File: src/rtl/dmem_arbiter.sv
// dmem_arbiter: shares a single-port, word-addressed data memory between the
// pipeline MEM stage (port 0) and the loader/debug port (port 1).
// Each request is latched in IDLE and issued to the memory for one ACCESS cycle.
// Read data returns one cycle later with a per-port rvalid pulse.
// Optional feature: define DMEM_ARB_RR_EN for round-robin arbitration;
// the default build uses fixed priority with port 0 winning.
module dmem_arbiter #(
    parameter int unsigned ADDR_LIMIT = 64
) (
    input  logic        clk,
    input  logic        rst_n,
    input  logic        req0,
    input  logic        req1,
    input  logic        we0,
    input  logic        we1,
    input  logic [31:0] addr0,
    input  logic [31:0] addr1,
    input  logic [31:0] wdata0,
    input  logic [31:0] wdata1,
    output logic        gnt0,
    output logic        gnt1,
    output logic        err0,
    output logic        err1,
    output logic        rvalid0,
    output logic        rvalid1,
    output logic [31:0] rdata,
    output logic [31:0] mem_adr,
    output logic [31:0] mem_wdata,
    output logic        mem_write,
    input  logic [31:0] mem_rdata
);

    localparam logic [0:0] IDLE   = 1'b0;
    localparam logic [0:0] ACCESS = 1'b1;

    logic [0:0]  stateQ, stateD;
    logic        ownerQ;
    logic        weQ;
    logic [31:0] addrQ;
    logic [31:0] wdataQ;
    logic [31:0] rdataQ;
    logic        rvalid0Q, rvalid1Q;

    logic        winner;
    logic        latchReq;
    logic        inAccess;
    logic        inRange;

    // Byte-offset bits are ignored by a word-addressed memory.
    logic        unusedAddrBits;
    assign unusedAddrBits = ^{addr0[1:0], addr1[1:0]};

    assign inAccess = (stateQ == ACCESS);
    assign latchReq = (stateQ == IDLE) && (req0 || req1);

    // The upper bound guard keeps addresses at the very top of the space out of
    // range even when ADDR_LIMIT is close to 2^32.
    assign inRange = (addrQ <= 32'hFFFF_FFF8) && ((addrQ + 32'd3) < ADDR_LIMIT);

`ifdef DMEM_ARB_RR_EN
    logic lastOwnerQ;

    // Round-robin pick: on a conflict the port not served last wins.
    always_comb begin
        winner = 1'b0;
        if (req0 && req1) begin
            winner = ~lastOwnerQ;
        end else begin
            winner = req1;
        end
    end

    // Remember which port was latched most recently; reset favours port 0 first.
    always_ff @(posedge clk or negedge rst_n) begin
        if (!rst_n) begin
            lastOwnerQ <= 1'b1;
        end else if (latchReq) begin
            lastOwnerQ <= winner;
        end
    end
`else
    // Fixed priority pick: port 1 only wins when port 0 is idle.
    always_comb begin
        winner = ~req0;
    end
`endif

    // Next-state: IDLE -> ACCESS on any request, ACCESS always returns to IDLE.
    always_comb begin
        stateD = IDLE;
        if (stateQ == IDLE) begin
            stateD = latchReq ? ACCESS : IDLE;
        end
    end

    // State register and request latch; the latch only moves when entering ACCESS,
    // so the memory-side address/data hold their last value while IDLE.
    always_ff @(posedge clk or negedge rst_n) begin
        if (!rst_n) begin
            stateQ <= IDLE;
            ownerQ <= 1'b0;
            weQ    <= 1'b0;
            addrQ  <= '0;
            wdataQ <= '0;
        end else begin
            stateQ <= stateD;
            if (latchReq) begin
                ownerQ <= winner;
                weQ    <= winner ? we1 : we0;
                addrQ  <= winner ? {addr1[31:2], 2'b00} : {addr0[31:2], 2'b00};
                wdataQ <= winner ? wdata1 : wdata0;
            end
        end
    end

    // Read return path: capture data at the end of a read ACCESS, pulse rvalid next cycle.
    always_ff @(posedge clk or negedge rst_n) begin
        if (!rst_n) begin
            rdataQ   <= '0;
            rvalid0Q <= 1'b0;
            rvalid1Q <= 1'b0;
        end else begin
            rvalid0Q <= inAccess && !weQ && !ownerQ;
            rvalid1Q <= inAccess && !weQ && ownerQ;
            if (inAccess && !weQ) begin
                rdataQ <= inRange ? mem_rdata : 32'h0;
            end
        end
    end

    assign gnt0      = inAccess && !ownerQ;
    assign gnt1      = inAccess && ownerQ;
    assign err0      = gnt0 && !inRange;
    assign err1      = gnt1 && !inRange;
    assign rvalid0   = rvalid0Q;
    assign rvalid1   = rvalid1Q;
    assign rdata     = rdataQ;
    assign mem_adr   = addrQ;
    assign mem_wdata = wdataQ;
    // rst_n gates the strobe so an abandoned write cannot reach the memory.
    assign mem_write = rst_n && inAccess && weQ && inRange;

endmodule
File: config.mk
export PLATFORM = sky130hd
export DESIGN_NAME = dmem_arbiter
export DESIGN_NICKNAME = d
export VERILOG_FILES = /design/src/rtl/dmem_arbiter.sv
export SDC_FILE = /design/constraint.sdc
export NUM_CORES = 1
export LEC_CHECK = 0
export BUFFER_PORTS_ARGS = -buffer_cell sky130_fd_sc_hd__buf_2
export CAP_MARGIN = 20
export CORE_UTILIZATION = 44
export CTS_CLUSTER_DIAMETER = 120
export DETAILED_ROUTE_END_ITERATION = 6
export GPL_ROUTABILITY_DRIVEN = 0
export PLACE_DENSITY = 0.8
export SLEW_MARGIN = 5
export SYNTH_ARGS = -nofsm -noshare
export SYNTH_HDL_FRONTEND = slang
export SYNTH_SLANG_ARGS = --single-unit
File: constraint.sdc
create_clock -name clk -period 1.85 [get_ports clk]
set_clock_uncertainty 0.1 [all_clocks]
set_input_delay 0.185 -clock clk [delete_from_list [all_inputs] [get_ports clk]]
set_output_delay 0.185 -clock clk [all_outputs]
set_load 0.01 [all_outputs]
==> impl_results.md <==
* Commonest non-fill, non-tap cell in the layout: buf_2
* Placed cell area at 0.00618 sq mm
* Worst hold start: wdata1[4]
* Slew Limit Fails at 0
* Critical path's top delay family: simple AND/OR/NAND/NOR gates
* Cell variety after synth at 25
* First-pass iteration count of the detailed router at 4
* Fin nets at 905
* Worst path slowest cell: dfrtp_1
* Final WL at 14,100 um
* FF-to-FF path depth at 4
* Setup Crit Path Kind: reg -> out
* Drt wl/cell at between 15 and 20 um
* Via count at 4,447
* Crit path DAT at 1710 ps
* Final setup vio count at 3
* Die area at 0.0112 sq mm
* Critical-path maximum fanout at 3
* Critical path cell sequence: nor4_4 > and4_4 > and3_4 > buf_6
* Syn avg cell area at around 10 sq um
* Clock buffer depth at 2
* Gr ovfl total at 0
* First-pass GRT wire length at 22,700 um
* Hold slack final at between 7 and 8 ps
* Final worst-path cycle share at 108%
* CTS tree: yes
* CP Launch Type: flip-flop
* Core area at 0.0104 sq mm
* Vias per cell at 5.05
* Skew-Pair Late Insertion Delay at 360 ps
* Post-route setup slack at -144 ps
* F_max at 0.502 GHz
* Detailed Place HPWL at 9800 um
* Die Span X at 106 um
* Peak supply drop at between 400 and 500 uV
* Hold depth at 3
* CP endpoint kind: output port
* Syn Inst Count at 451
* Vias in the first global route at around 4,500
* Most frequent cells in the layout: buf_2, dfrtp_1, nand2_1
* ANT cells at 0
* DRC violations left at 0
* Synth Register Bits at 99
* Post-synthesis sequential area ratio at a little over half
* Drt initial violations at 270
* Final antenna-violating net count at 0
* Initial antenna violation count at 0
* Worst hold endpoint: mem_wdata[4]
* Highest metal used: met4
* Fillcell total at a little over 800
* Status: complete, but fails checks
* Share of layout cells above drive strength 1 at 45.0%
* RSZ-0062 raised after global routing: true
* Critical Path RT at 1560 ps
* Place WS at 149 ps
* Clk slew on worst S/H paths at 100 ps
* Post-layout util at 66.1%
* Buf/Inv on CP at 1
* Warnings from Yosys at 0
* Fin crit period at 1990 ps
* Pin count of the biggest net entering global routing at 100
* Reg-to-reg endpoint: rdata[22]
* Row Count at 37
* Pwr dens at 795 mW/mm^2
* HP Class: in -> reg
* CTS sink count at 99
* Final instance area at 0.00685 sq mm
* Failing checks: negative setup slack
* Final hold violation count at 0
* Crit-path max cell delay at 440 ps
* Tightest Pin Transition at 708 ps
* Mapped cell area at 0.00472 sq mm
* Reg2reg setup slack at ~120 ps
* Met3 wire length at 897 um
* Die Ht at between 100 and 150 um
* CTS root buf: clkbuf_8
* Wire length on met2 at 7060 um
* Port bufs at about 260
* Wl on met1 at 5830 um
* Leak at 0.00356 uW
* Initial Util at 45.5%
* H-tree Lvls at 3
* Reg-to-reg critical path startpoint: mem_adr[29]
* Max-slew headroom at between 50% and 60%
* Final setup TNS at -314 ps
* Gr usage total at between 20% and 30%
* Max-cap violation count at 0
* IO Pins at 269
* Num CTS Buffers at 9
* Synth-to-layout area growth at 45.1%
[Yosys cell counts, drive strengths merged]
cell type | n | area, sq um
and3 | 3 | 18.8
nor4 | 6 | 71.3
nand2 | 98 | 368
o21ai | 64 | 320
mux2i | 63 | 631
nor2 | 3 | 11.3
clkbuf | 13 | 48.8
nand2b | 2 | 12.5
nand4 | 1 | 12.5
buf | 26 | 151
o31ai | 32 | 390
a21oi | 2 | 10.0
o21bai | 1 | 7.51
conb | 1 | 3.75
inv | 3 | 11.3
nand3 | 32 | 160
and4 | 1 | 10.0
nor2b | 1 | 6.26
dfrtp | 99 | 2480
[where the power goes]
group	switching [uW]	internal, uW	total [uW]
clock network	744	597	1340
logic	802	641	1440
registers	229	2440	2670
total	1780	3670	5450
[worst register-to-register path: stages, from the launching register on]
cell and delay [ps]:
dfrtp_1 430, nor4_4 350, buf_4 390, nand3_1 160
o31ai_2 200
[kinds of logic (layout without fill, tap and decap cells)]
logic type             Yosys count  after routing  synth area share [%]
AO/OA/AOI/OAI                   99             99                  15.4
AND/OR/NAND/NOR                147            147                  14.2
buffers and inverters           42            334                  4.48
flip-flops                      99             99                  52.5
multiplexers                    63             63                  13.4
other                            1              2                0.0794
[routing by layer]
metal | global-route usage [%] | up-vias
met5 | 0 | -
met1 | 32.6 | 2099
li1 | - | 2144
met4 | 9.03 | 0
met3 | 5.26 | 23
met2 | 44.6 | 181
[through the flow]
step                total power (uW)  instances
global route                    5760        880
floorplan                       3320        452
CTS                             5500        879
detailed placement              4020        821
finish                          5450        880
global placement                3970        821
[layout make-up]
cell class	count	area (sq um)	area share [%]
flip-flops and latches	99	2480	36.2
repair buffers	315	1890	27.6
well taps	136	170	2.48
clock buffers	12	165	2.41
clock inverters	4	23.8	0.347
inverters	3	11.3	0.164
multi-input cells	311	2110	30.8
[timing repair]
item	4_1_cts	5_1_grt
hold buffers	39	0
gates resized for setup	8	2
cloned	0	0
pin swaps	4	1
endpoints found under the hold margin	137	0
endpoints found under the setup margin	3	4
buffers inserted	3	1
[registers in the layout, indices dropped and copies added (netlist names)]
register / count
rdata: 32
rvalid1: 1
weQ: 1
ownerQ: 1
mem_wdata: 32
mem_adr: 30
inAccess: 1
rvalid0: 1
[worst max path at each step]
stage                      startpoint  slack (ps)         to  depth (start not counted)
after floorplan           mem_adr[25]         310  rdata[10]                          4
after global placement    mem_adr[30]         150  mem_write                          4
after detailed placement  mem_adr[11]         150  mem_write                          4
after CTS                 mem_adr[18]        -160  mem_write                          4
after global routing      mem_adr[11]        -230  mem_write                          4
final                     mem_adr[11]        -140  mem_write                          4
Power figures use the tool's default switching activity.
